--- src/rtl/multi_ch_timer_pkg.sv ---
// Shared constants and types for the multi-channel BCD hh:mm:ss timer.
// Opcodes, channel state encoding, BCD digit width/limits and a LOAD-value checker.
package multi_ch_timer_pkg;

  localparam int unsigned DigitW = 4;
  localparam int unsigned HmsW   = 6 * DigitW;
  localparam logic [DigitW-1:0] DigitMax = 4'd9;
  localparam logic [DigitW-1:0] TensMax  = 4'd5;

  typedef enum logic [1:0] {
    OpLoad  = 2'b00,
    OpStart = 2'b01,
    OpStop  = 2'b10,
    OpClear = 2'b11
  } cmd_op_e;

  typedef enum logic [1:0] {
    StIdle = 2'b00,
    StRun  = 2'b01,
    StDone = 2'b10
  } ch_state_e;

  typedef struct packed {
    logic [DigitW-1:0] hour_m;
    logic [DigitW-1:0] hour_l;
    logic [DigitW-1:0] min_m;
    logic [DigitW-1:0] min_l;
    logic [DigitW-1:0] sec_m;
    logic [DigitW-1:0] sec_l;
  } hms_t;

  function automatic logic bcd_valid(input hms_t v, input int unsigned max_hour);
    return (v.hour_m <= DigitMax) && (v.hour_l <= DigitMax) &&
           (v.min_m <= TensMax) && (v.min_l <= DigitMax) &&
           (v.sec_m <= TensMax) && (v.sec_l <= DigitMax) &&
           ((32'(v.hour_m) * 32'd10 + 32'(v.hour_l)) <= max_hour);
  endfunction

endpackage

--- src/rtl/multi_ch_timer_if.sv ---
// Command bus of the multi-channel timer: valid/ready strobe, opcode, payload and reject pulse.
interface multi_ch_timer_if;
  import multi_ch_timer_pkg::*;

  logic              i_cmd_valid;
  logic              o_cmd_ready;
  logic [2:0]        i_cmd_ch;
  logic [1:0]        i_cmd_op;
  logic              i_cmd_dir;
  logic [HmsW-1:0]   i_load_bcd;
  logic              o_cmd_err;

  modport master (
    output i_cmd_valid, i_cmd_ch, i_cmd_op, i_cmd_dir, i_load_bcd,
    input  o_cmd_ready, o_cmd_err
  );

  modport slave (
    input  i_cmd_valid, i_cmd_ch, i_cmd_op, i_cmd_dir, i_load_bcd,
    output o_cmd_ready, o_cmd_err
  );
endinterface

--- src/rtl/bcd_hms_counter.sv ---
// One channel's hh:mm:ss BCD value: load, clear, and one-second up/down step with carry/borrow.
// Hours run 0..MAX_HOUR; zero/terminal flags tell the owner when a step will expire or wrap.
module bcd_hms_counter
  import multi_ch_timer_pkg::*;
#(
  parameter int unsigned MAX_HOUR = 99
) (
  input  logic clk_i,
  input  logic rst_i,
  input  logic clear_i,
  input  logic load_i,
  input  hms_t load_val_i,
  input  logic load_dir_i,
  input  logic step_i,
  output hms_t value_o,
  output logic dir_o,
  output logic zero_o,
  output logic terminal_o
);

  localparam logic [DigitW-1:0] HourMaxM = DigitW'(MAX_HOUR / 10);
  localparam logic [DigitW-1:0] HourMaxL = DigitW'(MAX_HOUR % 10);
  localparam hms_t UpTerm = '{hour_m: HourMaxM, hour_l: HourMaxL, min_m: TensMax,
                              min_l: DigitMax, sec_m: TensMax, sec_l: DigitMax};
  localparam hms_t DownTerm = '{hour_m: '0, hour_l: '0, min_m: '0, min_l: '0, sec_m: '0,
                                sec_l: 4'd1};

  hms_t value_q, value_d;
  logic dir_q, up;
  logic c_sec_l, c_sec_m, c_min_l, c_min_m, hour_lim;

  function automatic logic at_edge(input logic [DigitW-1:0] d, input logic up_dir,
                                   input logic [DigitW-1:0] top);
    return up_dir ? (d == top) : (d == '0);
  endfunction

  function automatic logic [DigitW-1:0] roll(input logic [DigitW-1:0] d, input logic up_dir,
                                             input logic [DigitW-1:0] top);
    if (at_edge(d, up_dir, top)) return up_dir ? '0 : top;
    return up_dir ? d + DigitW'(1) : d - DigitW'(1);
  endfunction

  assign up = ~dir_q;

  // Each c_* means every lower digit wraps on this step, so the next digit moves.
  always_comb begin
    c_sec_l  = at_edge(value_q.sec_l, up, DigitMax);
    c_sec_m  = c_sec_l & at_edge(value_q.sec_m, up, TensMax);
    c_min_l  = c_sec_m & at_edge(value_q.min_l, up, DigitMax);
    c_min_m  = c_min_l & at_edge(value_q.min_m, up, TensMax);
    hour_lim = up ? ({value_q.hour_m, value_q.hour_l} == {HourMaxM, HourMaxL})
                  : ({value_q.hour_m, value_q.hour_l} == '0);
    value_d       = value_q;
    value_d.sec_l = roll(value_q.sec_l, up, DigitMax);
    if (c_sec_l) value_d.sec_m = roll(value_q.sec_m, up, TensMax);
    if (c_sec_m) value_d.min_l = roll(value_q.min_l, up, DigitMax);
    if (c_min_l) value_d.min_m = roll(value_q.min_m, up, TensMax);
    if (c_min_m) begin
      if (hour_lim) begin
        value_d.hour_m = up ? '0 : HourMaxM;
        value_d.hour_l = up ? '0 : HourMaxL;
      end else begin
        value_d.hour_l = roll(value_q.hour_l, up, DigitMax);
        if (at_edge(value_q.hour_l, up, DigitMax)) begin
          value_d.hour_m = roll(value_q.hour_m, up, DigitMax);
        end
      end
    end
  end

  always_ff @(posedge clk_i) begin
    if (rst_i) begin
      value_q <= '0;
      dir_q   <= 1'b0;
    end else if (clear_i) begin
      value_q <= '0;
    end else if (load_i) begin
      value_q <= load_val_i;
      dir_q   <= load_dir_i;
    end else if (step_i) begin
      value_q <= value_d;
    end
  end

  assign value_o    = value_q;
  assign dir_o      = dir_q;
  assign zero_o     = (value_q == '0);
  assign terminal_o = up ? (value_q == UpTerm) : (value_q == DownTerm);

endmodule

--- src/rtl/multi_ch_timer.sv ---
// Multi-channel stopwatch/countdown timer: shared 1 s prescaler, command decode, BCD readback.
// Optional macro TIMER_LAP_EN adds a per-channel lap register and the i_rd_lap select input.
module multi_ch_timer
  import multi_ch_timer_pkg::*;
#(
  parameter int unsigned NUM_CH   = 4,
  parameter int unsigned TICK_DIV = 1000,
  parameter int unsigned MAX_HOUR = 99
) (
  input  logic               i_clk_dig,
  input  logic               i_rst,
  multi_ch_timer_if.slave    cmd,
  input  logic [2:0]         i_rd_ch,
`ifdef TIMER_LAP_EN
  input  logic               i_rd_lap,
`endif
  output logic [3:0]         o_sec_l,
  output logic [3:0]         o_sec_m,
  output logic [3:0]         o_min_l,
  output logic [3:0]         o_min_m,
  output logic [3:0]         o_hour_l,
  output logic [3:0]         o_hour_m,
  output logic [NUM_CH-1:0]  o_running,
  output logic [NUM_CH-1:0]  o_expired,
  output logic               o_tick
);

  localparam int unsigned PreW = (TICK_DIV > 1) ? $clog2(TICK_DIV) : 1;

  logic [PreW-1:0]   pre_q;
  logic              tick_q, err_q;
  logic              accept, ch_ok, load_ok, sel_zero_down, reject, cmd_go;
  cmd_op_e           op;
  hms_t              load_val, rd_val;
  hms_t              ch_val [NUM_CH];
  logic [NUM_CH-1:0] ch_dir, ch_zero, ch_term, run_vec, exp_vec;
`ifdef TIMER_LAP_EN
  hms_t              ch_lap [NUM_CH];
`endif

  always_ff @(posedge i_clk_dig) begin
    if (i_rst) begin
      pre_q  <= '0;
      tick_q <= 1'b0;
    end else if (pre_q == PreW'(TICK_DIV - 1)) begin
      pre_q  <= '0;
      tick_q <= 1'b1;
    end else begin
      pre_q  <= pre_q + PreW'(1);
      tick_q <= 1'b0;
    end
  end

  assign op       = cmd_op_e'(cmd.i_cmd_op);
  assign load_val = cmd.i_load_bcd;
  assign accept   = cmd.i_cmd_valid & cmd.o_cmd_ready;
  assign ch_ok    = 32'(cmd.i_cmd_ch) < NUM_CH;
  assign load_ok  = bcd_valid(load_val, MAX_HOUR);

  always_comb begin
    sel_zero_down = 1'b0;
    for (int i = 0; i < NUM_CH; i++) begin
      if (cmd.i_cmd_ch == 3'(i)) sel_zero_down = ch_dir[i] & ch_zero[i];
    end
  end

  assign reject = accept & (~ch_ok | ((op == OpLoad) & ~load_ok) |
                            ((op == OpStart) & sel_zero_down));
  assign cmd_go = accept & ~reject;

  always_ff @(posedge i_clk_dig) begin
    if (i_rst) err_q <= 1'b0;
    else       err_q <= reject;
  end

  for (genvar g = 0; g < NUM_CH; g++) begin : g_ch
    ch_state_e st_q;
    logic      run_q, exp_q, hit, step, expire;

    // A command to this channel swallows a coincident tick.
    assign hit    = cmd_go & (cmd.i_cmd_ch == 3'(g));
    assign expire = tick_q & (st_q == StRun) & ~hit & ch_dir[g] & (ch_zero[g] | ch_term[g]);
    assign step   = tick_q & (st_q == StRun) & ~hit & ~(ch_dir[g] & ch_zero[g]);

    bcd_hms_counter #(
      .MAX_HOUR(MAX_HOUR)
    ) u_cnt (
      .clk_i      (i_clk_dig),
      .rst_i      (i_rst),
      .clear_i    (hit & (op == OpClear)),
      .load_i     (hit & (op == OpLoad)),
      .load_val_i (load_val),
      .load_dir_i (cmd.i_cmd_dir),
      .step_i     (step),
      .value_o    (ch_val[g]),
      .dir_o      (ch_dir[g]),
      .zero_o     (ch_zero[g]),
      .terminal_o (ch_term[g])
    );

    always_ff @(posedge i_clk_dig) begin
      if (i_rst) begin
        st_q  <= StIdle;
        run_q <= 1'b0;
        exp_q <= 1'b0;
      end else if (hit) begin
        unique case (op)
          OpLoad: begin
            if (st_q == StDone) st_q <= StIdle;
            exp_q <= 1'b0;
          end
          OpStart: begin
            if (st_q == StIdle) begin
              st_q  <= StRun;
              run_q <= 1'b1;
            end
          end
          OpStop: begin
            if (st_q == StRun) begin
              st_q  <= StIdle;
              run_q <= 1'b0;
            end
          end
          OpClear: begin
            st_q  <= StIdle;
            run_q <= 1'b0;
            exp_q <= 1'b0;
          end
        endcase
      end else if (expire) begin
        st_q  <= StDone;
        run_q <= 1'b0;
        exp_q <= 1'b1;
      end
    end

`ifdef TIMER_LAP_EN
    hms_t lap_q;
    always_ff @(posedge i_clk_dig) begin
      if (i_rst)                                          lap_q <= '0;
      else if (hit && op == OpClear)                      lap_q <= '0;
      else if (hit && op == OpStop && st_q == StIdle)     lap_q <= ch_val[g];
    end
    assign ch_lap[g] = lap_q;
`endif

    assign run_vec[g] = run_q;
    assign exp_vec[g] = exp_q;
  end

  always_comb begin
    rd_val = '0;
    for (int i = 0; i < NUM_CH; i++) begin
      if (i_rd_ch == 3'(i)) begin
`ifdef TIMER_LAP_EN
        rd_val = i_rd_lap ? ch_lap[i] : ch_val[i];
`else
        rd_val = ch_val[i];
`endif
      end
    end
    if (i_rst) rd_val = '0;
  end

  assign o_sec_l  = rd_val.sec_l;
  assign o_sec_m  = rd_val.sec_m;
  assign o_min_l  = rd_val.min_l;
  assign o_min_m  = rd_val.min_m;
  assign o_hour_l = rd_val.hour_l;
  assign o_hour_m = rd_val.hour_m;

  // Outputs are forced low for the whole reset cycle, not just after the edge.
  assign o_running       = run_vec & {NUM_CH{~i_rst}};
  assign o_expired       = exp_vec & {NUM_CH{~i_rst}};
  assign o_tick          = tick_q & ~i_rst;
  assign cmd.o_cmd_err   = err_q & ~i_rst;
  assign cmd.o_cmd_ready = ~i_rst;

endmodule
--- src/flat_wrapper.sv ---
// flat-port wrapper written by rule: the top's interface ports become plain ports
module multi_ch_timer_flat import multi_ch_timer_pkg::*;
#(
  parameter int unsigned NUM_CH   = 4,
  parameter int unsigned TICK_DIV = 1000,
  parameter int unsigned MAX_HOUR = 99
)
  (i_clk_dig, i_rst, i_rd_ch, o_sec_l, o_sec_m, o_min_l, o_min_m, o_hour_l, o_hour_m, o_running, o_expired, o_tick, cmd_i_cmd_valid, cmd_i_cmd_ch, cmd_i_cmd_op, cmd_i_cmd_dir, cmd_i_load_bcd, cmd_o_cmd_ready, cmd_o_cmd_err);
  multi_ch_timer_if cmd_i ();
  input  logic i_clk_dig;
  input  logic i_rst;
  input  logic [2:0] i_rd_ch;
  output logic [3:0] o_sec_l;
  output logic [3:0] o_sec_m;
  output logic [3:0] o_min_l;
  output logic [3:0] o_min_m;
  output logic [3:0] o_hour_l;
  output logic [3:0] o_hour_m;
  output logic [NUM_CH-1:0] o_running;
  output logic [NUM_CH-1:0] o_expired;
  output logic o_tick;
  input wire logic [$bits(cmd_i.i_cmd_valid)-1:0] cmd_i_cmd_valid;
  input wire logic [$bits(cmd_i.i_cmd_ch)-1:0] cmd_i_cmd_ch;
  input wire logic [$bits(cmd_i.i_cmd_op)-1:0] cmd_i_cmd_op;
  input wire logic [$bits(cmd_i.i_cmd_dir)-1:0] cmd_i_cmd_dir;
  input wire logic [$bits(cmd_i.i_load_bcd)-1:0] cmd_i_load_bcd;
  output wire logic [$bits(cmd_i.o_cmd_ready)-1:0] cmd_o_cmd_ready;
  output wire logic [$bits(cmd_i.o_cmd_err)-1:0] cmd_o_cmd_err;
  assign cmd_i.i_cmd_valid = cmd_i_cmd_valid;
  assign cmd_i.i_cmd_ch = cmd_i_cmd_ch;
  assign cmd_i.i_cmd_op = cmd_i_cmd_op;
  assign cmd_i.i_cmd_dir = cmd_i_cmd_dir;
  assign cmd_i.i_load_bcd = cmd_i_load_bcd;
  assign cmd_o_cmd_ready = cmd_i.o_cmd_ready;
  assign cmd_o_cmd_err = cmd_i.o_cmd_err;
  multi_ch_timer #(.NUM_CH(NUM_CH), .TICK_DIV(TICK_DIV), .MAX_HOUR(MAX_HOUR)) u_core (.i_clk_dig(i_clk_dig), .i_rst(i_rst), .cmd(cmd_i), .i_rd_ch(i_rd_ch), .o_sec_l(o_sec_l), .o_sec_m(o_sec_m), .o_min_l(o_min_l), .o_min_m(o_min_m), .o_hour_l(o_hour_l), .o_hour_m(o_hour_m), .o_running(o_running), .o_expired(o_expired), .o_tick(o_tick));
endmodule
--- config.mk ---
export PLATFORM = sky130hd
export DESIGN_NAME = multi_ch_timer_flat
export DESIGN_NICKNAME = d
export VERILOG_FILES = /design/src/rtl/multi_ch_timer_pkg.sv /design/src/rtl/multi_ch_timer_if.sv /design/src/rtl/bcd_hms_counter.sv /design/src/rtl/multi_ch_timer.sv /design/src/flat_wrapper.sv
export SDC_FILE = /design/constraint.sdc
export NUM_CORES = 1
export LEC_CHECK = 0
export BUFFER_PORTS_ARGS = -buffer_cell sky130_fd_sc_hd__clkbuf_2
export CAP_MARGIN = 15
export CELL_PAD_IN_SITES_DETAIL_PLACEMENT = 1
export CELL_PAD_IN_SITES_GLOBAL_PLACEMENT = 2
export CORE_UTILIZATION = 23
export DETAILED_ROUTE_END_ITERATION = 8
export GPL_ROUTABILITY_DRIVEN = 0
export PLACE_DENSITY = 0.59
export SYNTH_ARGS = -nofsm -noshare
export SYNTH_HDL_FRONTEND = slang
export SYNTH_SLANG_ARGS = --single-unit
--- constraint.sdc ---
create_clock -name i_clk_dig -period 7.1 [get_ports i_clk_dig]
set_clock_uncertainty 0.1 [all_clocks]
set_input_delay 0.71 -clock i_clk_dig [delete_from_list [all_inputs] [get_ports i_clk_dig]]
set_output_delay 0.71 -clock i_clk_dig [all_outputs]
set_load 0.1 [all_outputs]
# --- Yosys cells after proc, flatten, opt, wreduce, memory -nomap -nowiden ---
# Index checks and enable logic that the tools add are counted.
word_totals:
  output_inout_bits: 35
  register_bits: 128
  inputBits: 36
  word_cells: 633
classes:
  n_eq_ne: 74
  order_cmp: 8
  n_mux: 263
  n_bitwise: 79
  reduce_logical: 115
  n_mul: 1
  n_addsub: 50
ops:
  columns: ["cell", "count"]
  rows:
  - ["$mux 4", 92]
  - ["$mux 24", 13]
  - ["$mux 1", 118]
  - ["$add 4x1->4 const B", 24]
  - ["$eq 24x1->1 const B", 4]
  - ["$eq 24x24->1 const B", 4]
  - ["$logic_not 24->1", 4]
  - ["$logic_not 4->1", 24]
  - ["$sub 4x1->4 const B", 24]
  - ["$eq 4x4->1 const B", 16]
  - ["$mux 8", 8]
  - ["$and 1x1->1", 55]
  - ["$reduce_and 2->1", 24]
  - ["$reduce_bool 2->1", 24]
  - ["$mux 2", 20]
  - ["$ne 3x3->1 const B", 12]
  - ["$eq 4x3->1 const B", 8]
  - ["$eq 8x8->1 const B", 4]
  - ["$le 32x7->1 const B", 1]
  - ["$logic_not 8->1", 4]
  - ["$pmux 2 s4", 4]
  - ["$reduce_and 4->1", 8]
  - ["$le 4x4->1 const B", 4]
  - ["$ne 4x4->1 const B", 4]
  - ["other kinds (22)", 87]

# --- Longest topological paths before layout ---
# Gate-level depths: netlist (run 1).
depth:
  depth_word: 21
  mapped_depth: 17
  mapped_depth_nobuf: 13

# --- Cells and area by module ---
# From an unflattened synthesis (run 1), not the netlist that was laid out.
unflattened:
  cells_unflattened: 1501
  hier_area_um2: 11489.8
modules_own_cells:
  columns: ["mod", "instances", "area_per_inst_um2", "seq_area_each_um2", "cells_per_inst"]
  rows:
  - ["bcd_hms_counter", 4, 2159.6, 500.5, 278]
  - ["multi_ch_timer", 1, 2851.5, 560.5, 389]

# --- Worst setup path before layout (run 1) ---
# Ideal clock, no wire load.
synth_path:
  path_kind: "input -> output"
  start: "input port i_rd_ch[0]"
  end: "output port o_hour_l[1]"
  path_slack_ps: -295
  arrival_ps: 6585
  n_path_buf: 3
  cell_stages: 5
  t_required_ps: 6290
  cell_sequence: "clkbuf_1 clkbuf_1 clkbuf_1 mux2i_1 a2111oi_0"
synth_between:
  elab_chain_cells: 6
  word_cells_on_any_way: 9
  classes_between: "3 x eq/ne; 5 x mux; 1 x reduce/logical"
synth_lines:
  columns: ["item", "line", "source"]
  rows:
  - ["start: declaration", "flat_wrapper.sv:12", "input logic [2:0] i_rd_ch;"]
  - ["$logic_not 3->1", "multi_ch_timer.sv:154", "if (i_rd_ch == 3'(i)) begin"]
  - ["$mux 24 (3 in a row)", "multi_ch_timer.sv:154", null]
  - ["$mux 24 (*)", "multi_ch_timer.sv:154", null]
  - ["$mux 24 (*)", "multi_ch_timer.sv:162", "if (i_rst) rd_val = '0;"]
  - ["end: declaration", "flat_wrapper.sv:17", "output logic [3:0] o_hour_l;"]
# Every way passes the cells marked *; elsewhere a longest branch is shown, timed or not.

# --- Worst setup path in the final report (run 1) ---
layout_path:
  start: "input port cmd_i_load_bcd[21]"
  end: "register u_core.g_ch[3].u_cnt.value_q (netlist bit u_core.g_ch[3].u_cnt.value_o[9])"
layout_between:
  elab_chain_cells: 20
  word_cells_on_any_way: 28
  classes_between: "1 x add/sub; 1 x mul; 2 x order compare; 1 x mux; 13 x bitwise; 10 x reduce/logical"
layout_lines:
  columns: ["item", "line", "source"]
  rows:
  - ["start: declaration", "flat_wrapper.sv:26", "input wire logic [$bits(cmd_i.i_load_bcd)-1:0] cmd_i_load_bcd;"]
  - ["parallel branches: the longest is 6 deep, another holds $le 32x7->1", null, null]
  - ["$logic_and 1x1->1 (*)", "multi_ch_timer_pkg.sv:35", "(v.sec_m <= TensMax) && (v.sec_l <= DigitMax) &&"]
  - ["$not 1->1 (*)", "multi_ch_timer.sv:67", "assign reject = accept & (~ch_ok | ((op == OpLoad) & ~load_ok) |"]
  - ["$and 1x1->1 (*)", "multi_ch_timer.sv:67", null]
  - ["$or 1x1->1 (*) (2 in a row)", "multi_ch_timer.sv:67", null]
  - ["$and 1x1->1 (*)", "multi_ch_timer.sv:67", null]
  - ["$not 1->1 (*)", "multi_ch_timer.sv:69", "assign cmd_go = accept & ~reject;"]
  - ["$and 1x1->1 (*)", "multi_ch_timer.sv:69", null]
  - ["$and 1x1->1 (*)", "multi_ch_timer.sv:81", "assign hit = cmd_go & (cmd.i_cmd_ch == 3'(g));"]
  - ["$not 1->1", "multi_ch_timer.sv:83", "assign step = tick_q & (st_q == StRun) & ~hit & ~(ch_dir[g] & ch_zero[g]);"]
  - ["$and 1x1->1 (2 in a row)", "multi_ch_timer.sv:83", null]
  - ["$reduce_bool 2->1 (no source line)", null, null]
  - ["$reduce_and 2->1 (no source line)", null, null]
  - ["end signal: assignment", "bcd_hms_counter.sv:78", "value_q <= load_val_i;"]
  - ["end signal: assignment", "bcd_hms_counter.sv:81", "value_q <= value_d;"]
  - ["end: declaration", "bcd_hms_counter.sv:28", "hms_t value_q, value_d;"]
# Mark *: on every way between the ends.
# A chain may end at the register's enable or synchronous reset.

==> impl_table.tex, run 1 <==
\begin{tabular}{lr}
\hline
Metric & Value \\
\hline
\multicolumn{2}{l}{\textbf{STA}} \\
\quad Min cycle time layout & around 4600 ps \\
\quad Worst hold slack across all endpoints & approximately 350 ps \\
\quad Setup repair after global routing missed its margin & no \\
\quad Setup total negative slack & 0 ps \\
\quad Transition time of the tightest slew-check pin & 1160 ps \\
\quad Slew HR & about 22\% \\
\quad Achievable Freq & between 200 and 250 MHz \\
\quad Max-slew violation count & 0 \\
\quad Count of final hold-check violations & 0 \\
\quad Portion of the clock cycle consumed by the worst path in the final layout & between 60\% and 70\% \\
\quad Total setup violations reported at the end of the flow & 0 \\
\multicolumn{2}{l}{\textbf{Floorplanning}} \\
\quad Y dimension of the die & $\sim$230 µm \\
\quad Core area & 49400 µm² \\
\quad Rows & 81 \\
\quad Die Footprint & 51400 µm² \\
\quad Die outline width & about 230 µm \\
\quad Count of boundary I/O pins & a little over 70 \\
\quad Initial Utilization & 23.5\% \\
\multicolumn{2}{l}{\textbf{Setup path}} \\
\quad Type of element capturing the critical path & register \\
\quad Start of the worst register-to-register path & u\_core.g\_ch[0].u\_cnt.dir\_o \\
\quad Worst Setup EP & u\_core.g\_ch[3].u\_cnt.value\_o[9] \\
\quad R2R cell count & 11 \\
\quad End of the worst register-to-register path & u\_core.g\_ch[1].u\_cnt.value\_o[12] \\
\quad Data required, critical path & $\sim$7400 ps \\
\quad Arrival time at the worst endpoint & just under 5000 ps \\
\quad Type of the worst setup path & in -> reg \\
\quad Sort of element at the start of the critical path & input port \\
\quad Maximum fanout encountered on the critical timing path & 12 \\
\quad Worst setup path startpoint & cmd\_i\_load\_bcd[21] \\
\quad Register-to-Register Setup Slack & between 2000 and 3000 ps \\
\multicolumn{2}{l}{\textbf{Synth}} \\
\quad Async set-or-reset flop fraction in the synthesized netlist & 0\% \\
\quad Net count of the mapped netlist & between 1500 and 2000 \\
\quad Synth Cell Area & between 10000 and 15000 µm² \\
\quad Synth area leaders & dfxtp\_1, ha\_1, a21oi\_1 \\
\quad Count of unique library cells instantiated by Yosys & 82 \\
\quad Synth Flop Type & dfxtp\_1 \\
\quad Mapped Cells & around 1500 \\
\quad Synth warn & 0 \\
\quad Synth Area per Inst & 7.61 µm² \\
\quad Area leader, netlist & dfxtp\_1 \\
\quad Number of synthesized flops with an enable pin & 0 \\
\quad Yosys top cell area share & 22.1\% \\
\quad Synth Register Bits & between 100 and 150 \\
\quad Proportion of synthesized chip area in sequential cells & $\sim$22\% \\
\multicolumn{2}{l}{\textbf{CTS}} \\
\quad Count of instances resized after the clock tree is built & 0 \\
\quad Clock tree from TritonCTS & done \\
\quad Number of buffers added for setup after CTS & 0 \\
\quad Cts hold-fix bufs & 0 \\
\quad Clock tree buffer depth & 2 \\
\quad Insertion delay to the later sink of the worst-skew pair & 450 ps \\
\quad TritonCTS sink count & between 100 and 150 \\
\quad Clk pin slew, worst setup/hold paths & around 60 ps \\
\quad CTS H-tree depth & 4 \\
\quad Master cell of the clock root buffer & clkbuf\_16 \\
\quad Total clock buffers created by CTS & 17 \\
\multicolumn{2}{l}{\textbf{Route}} \\
\quad Total Wirelength & $\sim$52000 µm \\
\quad Vias post-DR & 11900 \\
\quad Number of antenna-violating nets in the routed design & 0 \\
\quad WL/cell & between 20 and 25 µm \\
\quad Ratio of routed vias to standard cells & approximately 5.4 \\
\quad Number of detailed-route iterations in the first pass & 5 \\
\quad DRC viols & 0 \\
\quad Number of design-rule violations left by the first detailed-router iteration & 762 \\
\multicolumn{2}{l}{\textbf{Layout}} \\
\quad Fraction of final layout cells with drive strength greater than 1 & about 9.9\% \\
\quad Final-stage net count & roughly 1700 \\
\quad Syn-to-layout area delta & 13.8\% \\
\quad Filler cell count in the final layout & about 6000 \\
\quad Post-Layout Inst Area & 13200 µm² \\
\quad Post-layout util & between 20\% and 30\% \\
\multicolumn{2}{l}{\textbf{Worst hold path}} \\
\quad Path type of the worst min-delay path & reg -> reg \\
\quad Worst Min Path Start & u\_core.pre\_q[0] \\
\multicolumn{2}{l}{\textbf{Placed design}} \\
\quad Number of buffers inserted by port buffering & 70 \\
\quad HPWL after detailed placement & around 39000 µm \\
\quad Total placed instance area & 12600 µm² \\
\multicolumn{2}{l}{\textbf{Run status}} \\
\quad Result of the run & finished clean \\
\multicolumn{2}{l}{\textbf{Power}} \\
\quad Sum of internal, switching and leakage power & 1.97 mW \\
\quad Leakage power & about 5 nW \\
\quad Power density cells & $\sim$150 nW/µm² \\
\quad Max VDD drop & around 0.13 mV \\
\multicolumn{2}{l}{\textbf{GRT}} \\
\quad Vias in the first global route & 12100 \\
\quad Global routing usage summed across all routing layers & approximately 21\% \\
\quad Global-route wire length before repair & between 70000 and 80000 µm \\
\quad Maximum number of pins on one net before global-route repair & 73 \\
\quad Initial antenna violation count & 3 \\
\quad Aggregate global routing overflow & 0 \\
\multicolumn{2}{l}{\textbf{Run}} \\
\quad \# Max-Cap Violations & 0 \\
\hline
\end{tabular}
==> worst min-delay path by stage <==
stage	end	slack, ps	depth (start not counted)
3_5_place_dp	u_core.pre_q[0]	340	1
5_1_grt	u_core.pre_q[0]	370	1
6_report	u_core.pre_q[0]	350	1
3_3_place_gp	u_core.pre_q[0]	330	1
4_1_cts	u_core.pre_q[0]	350	1
2_1_floorplan	u_core.pre_q[0]	310	1
==> metrics by stage <==
stage | setup slack, ps | instances
floorplan | 1050 | 1526
global placement | 1950 | 2181
detailed placement | 1810 | 2182
CTS | 2280 | 2214
global route | 2180 | 2215
finish | 2470 | 2217
==> where the power goes <==
group	switching [mW]	leakage [nW]	internal, mW	total [mW]
registers	0.0155	1.03	0.726	0.741
logic	0.195	3.66	0.0676	0.262
clock network	0.382	0.292	0.586	0.968
total	0.592	4.99	1.38	1.97
==> logic make-up after synthesis <==
group / count (synthesis) / synth area share [%]
AO/OA/AOI/OAI: 476 / 26.4
AND/OR/NAND/NOR: 553 / 24.8
XOR/XNOR: 69 / 5.20
buffers and inverters: 149 / 4.95
flip-flops: 128 / 22.1
multiplexers: 65 / 5.64
adder cells (fa/ha/maj): 86 / 10.9
==> area by class of cell <==
type                            instances  area, µm²  area share [%]
Timing Repair Buffer                   89        495            3.75
Clock inverter                         14        191            1.45
Multi-Input combinational cell       1249       8510            64.4
Clock buffer                           18        429            3.25
Tap cell                              664        831            6.28
Sequential cell                       128       2560            19.4
Antenna cell                            2       5.00          0.0379
Inverter                               53        199            1.50
==> synth_stat cells (all sizes together), types with 3 or more instances <==
library cell	count
a21boi	5
or2	6
a31oi	17
nand3	34
a2111oi	25
mux2i	61
nor3	59
o211ai	10
a211oi	76
inv	51
o211a	3
o41ai	6
nand2	88
a21oi	144
a2bb2oi	3
and4	3
a21o	31
fa	26
a41oi	6
nand3b	12
nand2b	20
a22oi	3
mux2	4
nor2b	48
a211o	4
nor2	152
xnor2	51
o22ai	7
or3	13
and3	22
o21ai	105
nor4	22
nand4	24
nor3b	11
or4	5
o21a	5
xor2	18
or3b	4
buf	9
ha	60
and3b	4
and2	20
o31ai	5
clkbuf	87
dfxtp	128
==> critical path, cell delays in order <==
cell      delay [ps]
clkbuf_2         190
ha_1             340
ha_1             230
inv_1             70
fa_1             440
nor2b_1          260
o21ai_0          180
o21ai_0          120
a21oi_1           90
o41ai_2          330
buf_4            230
a21oi_1          120
buf_4            240
a41oi_1          920
o21ai_0          230
a21oi_1          190
==> state kept, by name, indices dropped and copies added (netlist names) <==
register                   flops
u_core.g_ch.st_q               8
u_core.err_q                   1
u_core.g_ch.run_q              4
u_core.pre_q                  10
u_core.g_ch.exp_q              4
u_core.tick_q                  1
u_core.g_ch.u_cnt.dir_o        4
u_core.g_ch.u_cnt.value_o     96
==> layer usage <==
metal	vias to the layer above	global-route usage, %	wire [µm]
met5	-	0	0
met4	0	5.03	921
li1	5640	-	-
met1	5926	27.5	24000
met2	254	34.6	24400
met3	41	3.76	2660
==> placed cells by master (no fill, tap or decap), types with 34 or more instances in the layout <==
master,n
nor2_1,152
nand3_1,34
xnor2_1,51
inv_1,50
ha_1,60
clkbuf_2,69
mux2i_1,61
nand2_1,88
a211oi_1,75
a21oi_1,142
nor3_1,54
nor2b_1,48
dfxtp_1,128
o21ai_0,101
Power figures use the tool's default switching activity.
==> run 2, diff against run 1 <==
--- a/config.mk
+++ b/config.mk
@@ -12,7 +12,7 @@
 export CORE_UTILIZATION = 23
 export DETAILED_ROUTE_END_ITERATION = 8
 export GPL_ROUTABILITY_DRIVEN = 0
-export PLACE_DENSITY = 0.59
+export PLACE_DENSITY = 0.61
 export SYNTH_ARGS = -nofsm -noshare
 export SYNTH_HDL_FRONTEND = slang
 export SYNTH_SLANG_ARGS = --single-unit
==> constraint.sdc (replaced) <==
create_clock -name i_clk_dig -period 4 [get_ports i_clk_dig]
set_clock_uncertainty 0.1 [all_clocks]
set_input_delay 0.4 -clock i_clk_dig [delete_from_list [all_inputs] [get_ports i_clk_dig]]
set_output_delay 0.4 -clock i_clk_dig [all_outputs]
set_load 0.1 [all_outputs]
==> impl_table.tex, run 2 (synthesis gave the netlist of run 1 again) <==
\begin{tabular}{lr}
\hline
Metric & Value \\
\hline
\multicolumn{2}{l}{\textbf{Layout}} \\
\quad Commonest cells after routing, fill and taps aside & nor2\_1, a21oi\_1, dfxtp\_1 \\
\quad Number of flip-flops under the largest register name & 96 (unchanged) \\
\quad Syn-to-layout area delta & 24.2\% \\
\quad Fraction of final layout cells with drive strength greater than 1 & 17.0\% (+7.1 points) \\
\quad Most common cell after layout, fill and taps aside & nor2\_1 \\
\quad Final-stage net count & 1762 (+6.1\%) \\
\multicolumn{2}{l}{\textbf{Placed design}} \\
\quad HPWL after detailed placement & 42300 µm (+8.1\%) \\
\quad Number of buffers inserted by port buffering & 70 (unchanged) \\
\quad Worst setup slack before clock tree synthesis & 12.7 ps (-1800 ps) \\
\multicolumn{2}{l}{\textbf{Worst hold path}} \\
\quad Path type of the worst min-delay path & in -> reg \\
\quad Hold path endpoint & u\_core.g\_ch[3].u\_cnt.dir\_o \\
\quad Worst Min Path Start & cmd\_i\_cmd\_dir \\
\quad Hold-critical path depth & 3 (+2) \\
\multicolumn{2}{l}{\textbf{Setup path}} \\
\quad Data required, critical path & 4320 ps (-3050 ps) \\
\quad Critical path depth in cells & 16 (unchanged) \\
\quad Maximum fanout encountered on the critical timing path & 3 (-9) \\
\quad Type of element capturing the critical path & register \\
\quad Arrival time at the worst endpoint & 3810 ps (-1090 ps) \\
\quad Start of the worst register-to-register path & u\_core.g\_ch[0].u\_cnt.value\_o[20] \\
\quad Register-to-Register Setup Slack & 540 ps (-2050 ps) \\
\quad Type of the worst setup path & in -> reg \\
\quad Slowest CP cell & fa\_1 \\
\quad Sort of element at the start of the critical path & input port \\
\quad Worst path cell trace & clkbuf\_2 -> ha\_1 -> ha\_1 -> inv\_1 -> fa\_1 -> nor2b\_1 -> buf\_4 -> o211a\_1 -> a21oi\_1 -> o211ai\_1 -> o41a\_1 -> buf\_4 -> a21o\_1 -> or4\_4 -> or3\_1 -> a21oi\_1 \\
\quad Buffering stage count on the worst path with inverters included & 4 (unchanged) \\
\quad Peak per-stage delay on the critical path & 500 ps (-420 ps) \\
\quad R2R cell count & 10 (-1) \\
\quad End of the worst register-to-register path & u\_core.g\_ch[1].u\_cnt.value\_o[6] \\
\quad Worst path top cell family by delay & adder cells \\
\multicolumn{2}{l}{\textbf{Power}} \\
\quad Sum of internal, switching and leakage power & 3.66 mW (+86\%) \\
\quad Switching power & 1.12 mW (+89\%) \\
\quad Clock group share of total power & 48.7\% (-0.4 points) \\
\quad Comb power frac & 15.4\% (+2.1 points) \\
\quad Internal power of the cells & 2.54 mW (+84\%) \\
\quad Leakage power & 5.58 nW (+12\%) \\
\quad Switching power share of the total & 30.7\% (+0.62 points) \\
\quad Sequential power share & 35.9\% (-1.7 points) \\
\quad Max VDD drop & 0.287 mV (+130\%) \\
\quad Power density cells & 254 nW/µm² (+70\%) \\
\multicolumn{2}{l}{\textbf{Floorplanning}} \\
\quad Y dimension of the die & 227 µm (unchanged) \\
\quad Die outline width & 227 µm (unchanged) \\
\quad Core area & 49400 µm² (unchanged) \\
\quad Count of boundary I/O pins & 71 (unchanged) \\
\quad Rows & 81 (unchanged) \\
\quad Initial Utilization & 23.5\% (unchanged) \\
\quad Die Footprint & 51400 µm² (unchanged) \\
\multicolumn{2}{l}{\textbf{GRT}} \\
\quad Initial antenna violation count & 3 (unchanged) \\
\quad Aggregate global routing overflow & 0 (unchanged) \\
\quad Global routing usage summed across all routing layers & 22.1\% (+1.3 points) \\
\quad Maximum number of pins on one net before global-route repair & 41 (-44\%) \\
\quad Vias in the first global route & 12500 (+3.5\%) \\
\quad Global-route wire length before repair & 82700 µm (+5.2\%) \\
\multicolumn{2}{l}{\textbf{Route}} \\
\quad Number of design-rule violations left by the first detailed-router iteration & 576 (-24\%) \\
\quad Number of detailed-route iterations in the first pass & 4 (-1) \\
\quad Total Wirelength & 54900 µm (+5.5\%) \\
\quad Ratio of routed vias to standard cells & 5.30 (-0.99\%) \\
\quad WL/cell & 23.7 µm (+0.87\%) \\
\quad DRC viols & 0 (unchanged) \\
\quad Vias post-DR & 12300 (+3.5\%) \\
\quad Number of antenna-violating nets in the routed design & 0 (unchanged) \\
\multicolumn{2}{l}{\textbf{CTS}} \\
\quad Insertion delay to the later sink of the worst-skew pair & 500 ps (+50 ps) \\
\quad Cts hold-fix bufs & 0 (unchanged) \\
\quad Count of instances resized after the clock tree is built & 0 (unchanged) \\
\quad Number of buffers added for setup after CTS & 0 (unchanged) \\
\quad CTS H-tree depth & 4 (unchanged) \\
\quad TritonCTS sink count & 128 (unchanged) \\
\quad Total clock buffers created by CTS & 17 (unchanged) \\
\quad Clk pin slew, worst setup/hold paths & 60 ps (about the same) \\
\quad Clock tree buffer depth & 2 (unchanged) \\
\quad Master cell of the clock root buffer & clkbuf\_16 \\
\quad Clock tree from TritonCTS & done \\
\multicolumn{2}{l}{\textbf{STA}} \\
\quad Slew HR & 25.4\% (+3.7 points) \\
\quad Max-slew violation count & 0 (unchanged) \\
\quad Setup total negative slack & 0 ps (unchanged) \\
\quad Portion of the clock cycle consumed by the worst path in the final layout & just under 90\% \\
\quad Minimum setup slack in the final design & 511 ps (-1960 ps) \\
\quad Count of final hold-check violations & 0 (unchanged) \\
\quad Total setup violations reported at the end of the flow & 0 (unchanged) \\
\quad Achievable Freq & around 290 MHz \\
\quad Transition time of the tightest slew-check pin & 1110 ps (-47.0 ps) \\
\quad Min cycle time layout & about 3500 ps \\
\quad Setup repair after global routing missed its margin & no \\
\multicolumn{2}{l}{\textbf{Run status}} \\
\quad Result of the run & finished clean \\
\multicolumn{2}{l}{\textbf{Run}} \\
\quad \# Max-Cap Violations & 0 (unchanged) \\
\hline
\end{tabular}
-- run 2: cell type report --
type	instances	area (µm²)
clock inverter	13	185
clock buffer	19	453
timing repair buffer	191	1350
tap	664	831
multi-input combinational	1249	8840
antenna	1	2.50
sequential	128	2560
fill	5923	34900
inverter	53	199
-- run 2: routing by layer --
layer | vias to the layer above | wire (µm) | GRT usage (%)
met3 | 65 | 1790 | 3.06
met2 | 202 | 26600 | 36.8
met4 | 2 | 1780 | 8.91
li1 | 5853 | - | -
met1 | 6157 | 24700 | 28.5
met5 | - | 12 | 0
-- run 2: stage by stage --
stage,util (%),hold WS (ps),cells,area (µm²)
after global routing,29.2,199,2318,14400
after global placement,27.9,332,2285,13800
after CTS,29.2,181,2317,14400
after floorplan,-,313,1526,12000
after detailed placement,27.9,337,2285,13800
final,29.2,214,2318,14400
-- run 2: tightest hold or removal path: stages --
cell      delay [ps]
clkbuf_2         190
nand2_1          100
a21oi_1           60
-- run 2: worst max-delay path by stage --
stage                  startpoint                          endpoint
6_report       cmd_i_load_bcd[21]  u_core.g_ch[3].u_cnt.value_o[15]
5_1_grt        cmd_i_load_bcd[21]   u_core.g_ch[0].u_cnt.value_o[2]
4_1_cts        cmd_i_load_bcd[21]  u_core.g_ch[3].u_cnt.value_o[15]
3_5_place_dp   cmd_i_load_bcd[21]  u_core.g_ch[3].u_cnt.value_o[15]
3_3_place_gp   cmd_i_load_bcd[21]  u_core.g_ch[3].u_cnt.value_o[15]
2_1_floorplan          i_rd_ch[0]                       o_hour_l[1]
-- run 2: power groups by stage --
stage	Combinational, mW	Clock [mW]	Sequential (mW)
after detailed placement	0.561	0	1.34
after global routing	0.597	1.88	1.31
after global placement	0.556	0	1.34
after CTS	0.564	1.84	1.31
after floorplan	0.318	0	1.33
final	0.563	1.78	1.31
==> run 3, diff against run 2 <==
--- a/config.mk
+++ b/config.mk
@@ -5,7 +5,7 @@
 export SDC_FILE = /design/constraint.sdc
 export NUM_CORES = 1
 export LEC_CHECK = 0
-export BUFFER_PORTS_ARGS = -buffer_cell sky130_fd_sc_hd__clkbuf_2
+export BUFFER_PORTS_ARGS = -buffer_cell sky130_fd_sc_hd__buf_4
 export CAP_MARGIN = 15
 export CELL_PAD_IN_SITES_DETAIL_PLACEMENT = 1
 export CELL_PAD_IN_SITES_GLOBAL_PLACEMENT = 2
==> impl_table.tex, run 3 (synthesis gave the netlist of run 1 again) <==
\begin{tabular}{lr}
\hline
Metric & Value \\
\hline
\multicolumn{2}{l}{\textbf{CTS}} \\
\quad Clk pin slew, worst setup/hold paths & 70 ps (about the same) \\
\quad Clock tree buffer depth & 2 (unchanged) \\
\quad Total clock buffers created by CTS & 17 (unchanged) \\
\quad Master cell of the clock root buffer & clkbuf\_16 \\
\quad Clock tree from TritonCTS & done \\
\quad TritonCTS sink count & 128 (unchanged) \\
\quad Insertion delay to the later sink of the worst-skew pair & 490 ps (about the same) \\
\quad Count of instances resized after the clock tree is built & 0 (unchanged) \\
\quad CTS H-tree depth & 4 (unchanged) \\
\quad Number of buffers added for setup after CTS & 0 (unchanged) \\
\quad Cts hold-fix bufs & 0 (unchanged) \\
\multicolumn{2}{l}{\textbf{Layout}} \\
\quad Multi-input gate area in the final layout & 8840 µm² (about the same) \\
\quad Final-stage net count & 1749 (-0.74\%) \\
\quad Number of flip-flops under the largest register name & 96 (unchanged) \\
\quad Post-route insts no fill & 2304 (-0.60\%) \\
\quad Syn-to-layout area delta & 25.0\% \\
\quad Area taken by flip-flops and latches & 2560 µm² (unchanged) \\
\quad Filler cell count in the final layout & 5863 (-1.0\%) \\
\quad Fraction of final layout cells with drive strength greater than 1 & 16.4\% (-0.60 points) \\
\quad Most common cell after layout, fill and taps aside & buf\_4 \\
\quad Inserted Diodes & 0 (-1) \\
\quad Commonest cells after routing, fill and taps aside & buf\_4, nor2\_1, a21oi\_1 \\
\multicolumn{2}{l}{\textbf{STA}} \\
\quad Total setup violations reported at the end of the flow & 0 (unchanged) \\
\quad Achievable Freq & 262 MHz (-8.7\%) \\
\quad Slew HR & 28.2\% (+2.8 points) \\
\quad Minimum setup slack in the final design & 179 ps (-331 ps) \\
\quad Transition time of the tightest slew-check pin & 1070 ps (-42.1 ps) \\
\quad Portion of the clock cycle consumed by the worst path in the final layout & 95.5\% (+8.3 points) \\
\quad Count of final hold-check violations & 0 (unchanged) \\
\quad Setup repair after global routing missed its margin & no \\
\quad Min cycle time layout & 3820 ps (+331 ps) \\
\quad Max-slew violation count & 0 (unchanged) \\
\multicolumn{2}{l}{\textbf{Setup path}} \\
\quad R2R cell count & 9 (-1) \\
\quad Sort of element at the start of the critical path & register \\
\quad Arrival time at the worst endpoint & 4130 ps (+320 ps) \\
\quad Data required, critical path & 4310 ps (about the same) \\
\quad Type of the worst setup path & reg -> reg \\
\quad Worst path cell trace & nor4\_1 -> and4\_1 -> nand4\_1 -> a211oi\_4 -> a21boi\_0 -> a21oi\_2 -> nand3\_1 -> and3\_1 -> nor3\_1 \\
\quad Peak per-stage delay on the critical path & 570 ps (+70 ps) \\
\quad Maximum fanout encountered on the critical timing path & 8 (+5) \\
\quad Type of element capturing the critical path & register \\
\quad Slowest CP cell & a211oi\_4 \\
\multicolumn{2}{l}{\textbf{Route}} \\
\quad Number of antenna-violating nets in the routed design & 0 (unchanged) \\
\quad Number of detailed-route iterations in the first pass & 5 (+1) \\
\quad Number of design-rule violations left by the first detailed-router iteration & 807 (+40\%) \\
\quad DRC viols & 0 (unchanged) \\
\quad Vias post-DR & 12300 (unchanged) \\
\quad WL/cell & 23.5 µm (-0.74\%) \\
\quad Total Wirelength & 54100 µm (-1.3\%) \\
\quad Ratio of routed vias to standard cells & 5.33 (+0.61\%) \\
\multicolumn{2}{l}{\textbf{Floorplanning}} \\
\quad Y dimension of the die & 227 µm (unchanged) \\
\quad Initial Utilization & 23.5\% (unchanged) \\
\quad Core area & 49400 µm² (unchanged) \\
\quad Die Footprint & 51400 µm² (unchanged) \\
\quad Rows & 81 (unchanged) \\
\quad Die outline width & 227 µm (unchanged) \\
\quad Count of boundary I/O pins & 71 (unchanged) \\
\multicolumn{2}{l}{\textbf{Power}} \\
\quad Max VDD drop & 0.291 mV (+1.4\%) \\
\quad Leakage power & 5.57 nW (about the same) \\
\quad Power density cells & 260 nW/µm² (+2.4\%) \\
\multicolumn{2}{l}{\textbf{GRT}} \\
\quad Vias in the first global route & 12600 (+0.34\%) \\
\quad Global-route wire length before repair & 81800 µm (-1.1\%) \\
\quad Global routing usage summed across all routing layers & 21.7\% (-0.37 points) \\
\quad Maximum number of pins on one net before global-route repair & 73 (+78\%) \\
\quad Aggregate global routing overflow & 0 (unchanged) \\
\quad Initial antenna violation count & 4 (+1) \\
\multicolumn{2}{l}{\textbf{Placed design}} \\
\quad Cell count after placement & 2272 (-0.57\%) \\
\quad HPWL after detailed placement & 41800 µm (-1.3\%) \\
\quad Number of buffers inserted by port buffering & 70 (unchanged) \\
\quad Worst setup slack before clock tree synthesis & -219 ps (-232 ps) \\
\multicolumn{2}{l}{\textbf{Run}} \\
\quad \# Max-Cap Violations & 0 (unchanged) \\
\multicolumn{2}{l}{\textbf{Worst hold path}} \\
\quad Hold-critical path depth & 3 (unchanged) \\
\quad Path type of the worst min-delay path & in -> reg \\
\multicolumn{2}{l}{\textbf{Run status}} \\
\quad Result of the run & finished clean \\
\hline
\end{tabular}
[run 3: changes by cell type in the layout (fill, tap and decap cells not counted), sizes merged]
cell and delta:
buf +54, bufinv +2, clkbuf -67, clkinv -2, diode -1
[run 3: per-stage QoR]
| stage | area [µm²] | hold slack [ps] | total power [mW] | setup TNS (ps) | utilization [%] |
|---|---|---|---|---|---|
| 2_1_floorplan | 12000 | 313 | 1.65 | -65.5 | - |
| 3_3_place_gp | 13800 | 330 | 1.89 | -715 | 28.0 |
| 3_5_place_dp | 13800 | 340 | 1.90 | -2690 | 28.0 |
| 4_1_cts | 14500 | 110 | 3.82 | 0 | 29.4 |
| 5_1_grt | 14500 | 140 | 3.90 | 0 | 29.4 |
| 6_report | 14500 | 147 | 3.77 | 0 | 29.4 |
[run 3: power breakdown]
group / switching (mW) / internal (mW)
combinational: 0.385 / 0.176
clock: 0.697 / 1.20
sequential: 0.0235 / 1.29
total: 1.11 / 2.66
[run 3: path summary, 6_finish.rpt]
| kind | start | end | slack (ps) |
|---|---|---|---|
| worst max-delay path | u_core.g_ch[3].u_cnt.value_o[5] | u_core.g_ch[1].u_cnt.value_o[12] | 180 |
| worst min-delay path | cmd_i_cmd_dir | u_core.g_ch[2].u_cnt.dir_o | 150 |
| worst max register to register | u_core.g_ch[3].u_cnt.value_o[5] | u_core.g_ch[1].u_cnt.value_o[12] | 180 |
| worst min register to register | u_core.pre_q[0] | u_core.pre_q[0] | 350 |
[run 3: per-layer routing]
metal / share of wire [%] / track usage (%) / vias up
met2: 48 / 36.5 / 226
li1: - / - / 5821
met3: 4.0 / 3.76 / 64
met1: 45 / 27.6 / 6168
met4: 2.8 / 7.98 / 0
met5: 0 / 0 / -
[run 3: worst max-delay path: cells and delay by family, from the launching register on]
family / cells / cell delay, ps
and+or+nand+nor: 6 / 1860
DFF: 1 / 400
AOI/OAI and AO/OA: 3 / 1380
[run 3: area by class of cell]
cell class	instances	share of cell area [%]
clock buffer	19	3.12
clock inverter	13	1.59
inverter	53	1.37
multi-input combinational	1249	60.9
sequential	128	17.6
tap	664	5.72
timing repair buffer	178	9.63
